**src/rtl/joy_pkg.sv**
```systemverilog
// Shared joystick definitions: reader FSM states, frame geometry and the
// button bit positions used by the DB15/DB9 readers and the top-level mapping.
package joy_pkg;

    typedef enum logic [1:0] {
        IDLE,
        LOAD,
        SHIFT,
        COMMIT
    } joy_state_e;

    localparam int unsigned JOY_FRAME_BITS = 32;
    localparam int unsigned JOY_WORD_BITS  = 16;

    localparam int unsigned JOY_R      = 0;
    localparam int unsigned JOY_L      = 1;
    localparam int unsigned JOY_D      = 2;
    localparam int unsigned JOY_U      = 3;
    localparam int unsigned JOY_A      = 4;
    localparam int unsigned JOY_B      = 5;
    localparam int unsigned JOY_C      = 6;
    localparam int unsigned JOY_DD     = 7;
    localparam int unsigned JOY_E      = 8;
    localparam int unsigned JOY_F      = 9;
    localparam int unsigned JOY_START  = 10;
    localparam int unsigned JOY_SELECT = 11;

endpackage

```
**src/rtl/joy_tick_gen.sv**
```systemverilog
// Half-period divider for the 74HC165 shift clock. One count cycle is
// 2*HALF_DIV clk cycles: the first half is the low phase, the second the high.
module joy_tick_gen #(
    parameter int unsigned HALF_DIV = 8
) (
    input  logic clk,
    input  logic reset,
    input  logic clear,
    input  logic enable,
    output logic phase,
    output logic phase_end
);

    localparam int unsigned CNT_W = $clog2(2 * HALF_DIV);
    localparam logic [CNT_W-1:0] CNT_LAST = CNT_W'(2 * HALF_DIV - 1);
    localparam logic [CNT_W-1:0] CNT_MID  = CNT_W'(HALF_DIV - 1);
    localparam logic [CNT_W-1:0] CNT_HIGH = CNT_W'(HALF_DIV);

    logic [CNT_W-1:0] cnt;

    // Divider counter: cleared by the FSM, wraps explicitly at the end of a full period
    always_ff @(posedge clk) begin
        if (reset || clear) begin
            cnt <= '0;
        end else if (enable) begin
            cnt <= (cnt == CNT_LAST) ? '0 : cnt + 1'b1;
        end
    end

    assign phase     = (cnt >= CNT_HIGH);
    assign phase_end = (cnt == CNT_MID) || (cnt == CNT_LAST);

endmodule

```
**src/rtl/db15_serial_reader.sv**
```systemverilog
// DB15 adapter reader: polls the 74HC165 chain, shifts in 32 active-low
// button bits and presents two optionally two-frame-filtered player words.
module db15_serial_reader
    import joy_pkg::*;
#(
    parameter int unsigned HALF_DIV    = 8,
    parameter int unsigned POLL_CYCLES = 50000,
    parameter bit          FILTER      = 1'b1
) (
    input  logic                     clk,
    input  logic                     reset,
    input  logic                     JOY_DATA,
    output logic                     JOY_CLK,
    output logic                     JOY_LOAD,
    output logic [JOY_WORD_BITS-1:0] joystick1,
    output logic [JOY_WORD_BITS-1:0] joystick2,
    output logic                     frame_done,
    output logic                     glitch
);

    localparam int unsigned      POLL_W      = $clog2(POLL_CYCLES + 1);
    localparam logic [POLL_W-1:0] POLL_RELOAD = POLL_W'(POLL_CYCLES - 1);
    localparam logic [4:0]        LAST_BIT    = 5'(JOY_FRAME_BITS - 1);

    joy_state_e                state, state_next;
    logic [POLL_W-1:0]         poll_cnt;
    logic [4:0]                bit_idx;
    logic [JOY_FRAME_BITS-1:0] frame;
    logic [JOY_FRAME_BITS-1:0] prev;
    logic                      phase, phase_end;
    logic                      tick_clear, tick_en;
    logic                      poll_expired, low_end, high_end;
    logic                      joy_clk_next, commit_ok;

    joy_tick_gen #(
        .HALF_DIV (HALF_DIV)
    ) u_tick (
        .clk       (clk),
        .reset     (reset),
        .clear     (tick_clear),
        .enable    (tick_en),
        .phase     (phase),
        .phase_end (phase_end)
    );

    // Next-state and next-output decode; JOY_CLK/JOY_LOAD are registered from the next state
    always_comb begin
        state_next   = state;
        poll_expired = (poll_cnt == '0);
        tick_clear   = (state == IDLE) && poll_expired;
        tick_en      = (state == LOAD) || (state == SHIFT);
        low_end      = phase_end && !phase;
        high_end     = phase_end && phase;
        commit_ok    = !FILTER || (frame == prev);
        case (state)
            IDLE:    if (poll_expired) state_next = LOAD;
            LOAD:    if (high_end) state_next = SHIFT;
            SHIFT:   if (high_end && (bit_idx == LAST_BIT)) state_next = COMMIT;
            COMMIT:  state_next = IDLE;
            default: state_next = IDLE;
        endcase
        // the phase flips after its last cycle, so the next-cycle phase is phase^phase_end
        joy_clk_next = (state_next == SHIFT) && (phase ^ phase_end);
    end

    // FSM state register
    always_ff @(posedge clk) begin
        if (reset) begin
            state <= IDLE;
        end else begin
            state <= state_next;
        end
    end

    // Poll counter, shift register, frame compare and registered outputs
    always_ff @(posedge clk) begin
        if (reset) begin
            poll_cnt   <= '0;
            bit_idx    <= '0;
            frame      <= '0;
            prev       <= '0;
            joystick1  <= '0;
            joystick2  <= '0;
            frame_done <= 1'b0;
            glitch     <= 1'b0;
            JOY_CLK    <= 1'b0;
            JOY_LOAD   <= 1'b1;
        end else begin
            JOY_CLK    <= joy_clk_next;
            JOY_LOAD   <= (state_next != LOAD);
            frame_done <= 1'b0;
            glitch     <= 1'b0;

            if (state == COMMIT) begin
                poll_cnt <= POLL_RELOAD;
            end else if ((state == IDLE) && !poll_expired) begin
                poll_cnt <= poll_cnt - 1'b1;
            end

            if (state == LOAD) begin
                bit_idx <= '0;
            end else if ((state == SHIFT) && high_end) begin
                bit_idx <= bit_idx + 1'b1;
            end

            if ((state == SHIFT) && low_end) begin
                frame[bit_idx] <= ~JOY_DATA;
            end

            if (state == COMMIT) begin
                prev <= frame;
                if (commit_ok) begin
                    joystick1  <= frame[JOY_WORD_BITS-1:0];
                    joystick2  <= frame[JOY_FRAME_BITS-1:JOY_WORD_BITS];
                    frame_done <= 1'b1;
                end else begin
                    glitch <= 1'b1;
                end
            end
        end
    end

endmodule

```
**config.mk**
```make
export PLATFORM = sky130hd
export DESIGN_NAME = db15_serial_reader
export DESIGN_NICKNAME = d
export VERILOG_FILES = /design/src/rtl/joy_pkg.sv /design/src/rtl/joy_tick_gen.sv /design/src/rtl/db15_serial_reader.sv
export SDC_FILE = /design/constraint.sdc
export NUM_CORES = 1
export LEC_CHECK = 0
export BUFFER_PORTS_ARGS = -buffer_cell sky130_fd_sc_hd__buf_4
export CAP_MARGIN = 20
export CORE_ASPECT_RATIO = 2
export CORE_UTILIZATION = 50
export CTS_CLUSTER_DIAMETER = 50
export DETAILED_ROUTE_END_ITERATION = 10
export PLACE_DENSITY_LB_ADDON = 0.08
export RECOVER_POWER = 25
export SKIP_CTS_REPAIR_TIMING = 1
export SYNTH_ARGS = -nofsm -noshare
export SYNTH_HDL_FRONTEND = slang
export SYNTH_SLANG_ARGS = --single-unit
```
**constraint.sdc**
```tcl
create_clock -name clk -period 3.5 [get_ports clk]
set_clock_uncertainty 0.2 [all_clocks]
set_input_delay 0.7 -clock clk [delete_from_list [all_inputs] [get_ports clk]]
set_output_delay 0.7 -clock clk [all_outputs]
set_load 0.005 [all_outputs]
```
==> impl_metrics.tcl <==
set metrics [dict create \
    drv_cap 0 \
    stdcell_area_sq_mm 0.00671 \
    worst-slew-pin-transition_ns 1.21 \
    rsz0062_at_grt "no" \
    ys_seq_area_frac 0.445 \
    grt_pass1_wl_microns 20800 \
    firstDrtPassIters 4 \
    cts_buffers 17 \
    hold_viol_final 0 \
    async_flop_share 0 \
    p_total_uw 4150 \
    p_per_area_mw_per_mm2 618 \
    cts.sinks 127 \
    vias 4225 \
    cts_max_path_buffers 2 \
    root_buffer "clkbuf_16" \
    drt-total-wl_microns 12600 \
    synth_cell_types 42 \
    drcViolationCount 0 \
    cp_max_fo 30 \
    synth_cells 611 \
    crit_start "frame[14]$_SDFFE_PP0P_" \
    rows 54 \
    syn-num-nets 630 \
    r2r_slack_ns 1.12 \
    final_util 0.609 \
    post-synth-top-count-cell "dfxtp_1" \
    power_leakage_uw 0.00254 \
    cts_tree "built" \
    setup_viol 0 \
    grt_use_met1 0.229 \
    status "completed" \
    criticalPathCategory "reg2reg" \
    grt_busiest_layer "met2" \
    r2r_end "joystick2[15]$_SDFFE_PP0P_" \
    die_w_microns 77.6 \
    core_sq_mm 0.0110 \
    finalSetupTns_ns 0 \
    fmax_mhz 419 \
    grt_max_degree 77 \
    synthTopCellsByCount "127 x dfxtp_1, 110 x nor2_1, 67 x mux2i_1, 65 x nand2b_1, 44 x xor2_1" \
    placement.io_buffers 38 \
    drv_slew 0 \
    grt.overflow.total 0 \
    dpl_cell_area_sq_mm 0.00609 \
    arrival_ns 2.52 \
    die-area_sq_mm 0.0119 \
    areaGrowthSynthToFinish_pct 17.5 \
    cp.required_ns 3.63 \
    crit_end "joystick2[15]$_SDFFE_PP0P_" \
    ant_nets 0 \
    synth.largest_area_cell "dfxtp_1" \
    vias_per_cell 5.34 \
    start_util 0.519 \
    clkLatencyLatePin_ns 0.41 \
    ys.flop_type "dfxtp_1" \
    cts-htree-levels 4 \
    drt_iter0_drc 161 \
    num_io_pins 39 \
    r2r-start "frame[14]$_SDFFE_PP0P_" \
    netlist_top_cells_area "dfxtp_1 45%, mux2i_1 12%, nor2_1 7.2%" \
    die_y_microns 153 \
    antenna_found_initial 0 \
    setup.worst_path.end_class "flop" \
    dp_hpwl_microns 8530 \
    vdd.ir_drop.worst_v 0.000626 \
    relSlewSlack 0.191 \
    syn-cell-area_sq_mm 0.00571 \
    hold_class "reg2reg" \
    wl_per_cell_microns 15.9 \
    syn_avg_cell_area_sq_um 9.35 \
    r2r_cells 6 \
    path_clk_slew_ns 0.06 \
    min_period_ns 2.38 \
    ys_warn_count 0 \
    synth_top_area_share 0.445 \
    antennaDiodeCount 0 \
    grt_use_met3 0.0519 \
    fin_crit_sh 0.681 \
    grt_usage 0.226 \
    synth_edf_count 0 \
    timing.critical_path.from_type "flop" \
    synth_seq_cells 127 \
    met2_usage 0.436 \
    gp_congestion 0.792 \
    drive_above_1_share 0.124 \
    grt_pass1_vias 4382 \
    fin_nets 657 \
]
cell type report:
cell class | count | area [sq um]
clock buffer | 21 | 460
inverter | 10 | 37.5
tap | 140 | 175
fill | 949 | 4300
timing repair buffer | 43 | 345
multi-input combinational | 439 | 2990
sequential | 127 | 2540
clock inverter | 11 | 163
power breakdown:
part | total (uW) | switching (uW) | leakage (uW) | internal (uW)
combinational | 674 | 377 | 0.00121 | 297
sequential | 1620 | 86.3 | 0.00103 | 1530
clock | 1850 | 631 | 0.000299 | 1220
sequential cells by signal, indices dropped and copies added, names as in the netlist:
register,flops
glitch,1
JOY_CLK,1
prev,32
JOY_LOAD,1
frame_done,1
frame,32
bit_idx,5
joystick2,16
state,2
joystick1,16
u_tick.cnt,4
poll_cnt,16
worst min path at each step:
stage	endpoint	slack [ns]	cells after the start	startpoint
6_report	joystick1[7]$_SDFFE_PP0P_	0.27	2	joystick1[7]$_SDFFE_PP0P_
5_1_grt	joystick2[11]$_SDFFE_PP0P_	0.29	2	joystick2[11]$_SDFFE_PP0P_
4_1_cts	joystick1[7]$_SDFFE_PP0P_	0.27	2	joystick1[7]$_SDFFE_PP0P_
3_5_place_dp	joystick1[7]$_SDFFE_PP0P_	0.26	2	joystick1[7]$_SDFFE_PP0P_
2_1_floorplan	poll_cnt[13]$_SDFFE_PP0P_	0.25	2	poll_cnt[13]$_SDFFE_PP0P_
3_3_place_gp	joystick1[11]$_SDFFE_PP0P_	0.26	2	joystick1[11]$_SDFFE_PP0P_
cells by family after synthesis:
logic type / Yosys count / synth area share
xor+xnor: 47 / 0.0721
flops: 127 / 0.445
compound gates: 58 / 0.0705
buf+inv: 45 / 0.0331
fa+ha+maj: 16 / 0.0350
simple gates: 251 / 0.227
mux: 67 / 0.117
stage by stage:
stage	worst slack (ns)	cells	hold WS, ns
floorplan	1.35	611	0.253
global placement	1.15	759	0.259
detailed placement	1.06	759	0.262
CTS	1.06	791	0.275
global route	0.934	791	0.294
finish	1.12	791	0.271
metal layers:
| layer | wire length [microns] | vias up | part of all wire |
|---|---|---|---|
| met5 | 0 | - | 0 |
| met4 | 206 | 0 | 0.016 |
| met3 | 346 | 18 | 0.027 |
| met2 | 7100 | 63 | 0.56 |
| met1 | 4940 | 2010 | 0.39 |
| li1 | - | 2134 | - |
cell usage in the layout, fill, tap and decap left out, types with 3 or more instances in the layout:
master / n
ha_1: 16
dfxtp_1: 127
nor4_1: 9
nor2_1: 110
nand2b_1: 65
mux2i_1: 67
a211oi_1: 33
inv_1: 10
a21oi_1: 13
bufinv_16: 4
buf_4: 5
clkbuf_16: 17
clkinv_2: 4
o21ai_0: 4
nor3_1: 11
xnor2_1: 3
clkinvlp_4: 3
xor2_1: 44
nand3b_1: 3
or4_1: 4
clkbuf_4: 35
nand3_1: 11
nand2_1: 13
or3_1: 3
nand4_1: 7
critical path, stage by stage (launching register included):
cell and delay (ns):
dfxtp_1 0.35, xor2_1 0.18, nor4_1 0.48, nand4_1 0.29, nor3_4 0.30, buf_12 0.27
mux2i_1 0.23
(Power assumes the default switching activity.)
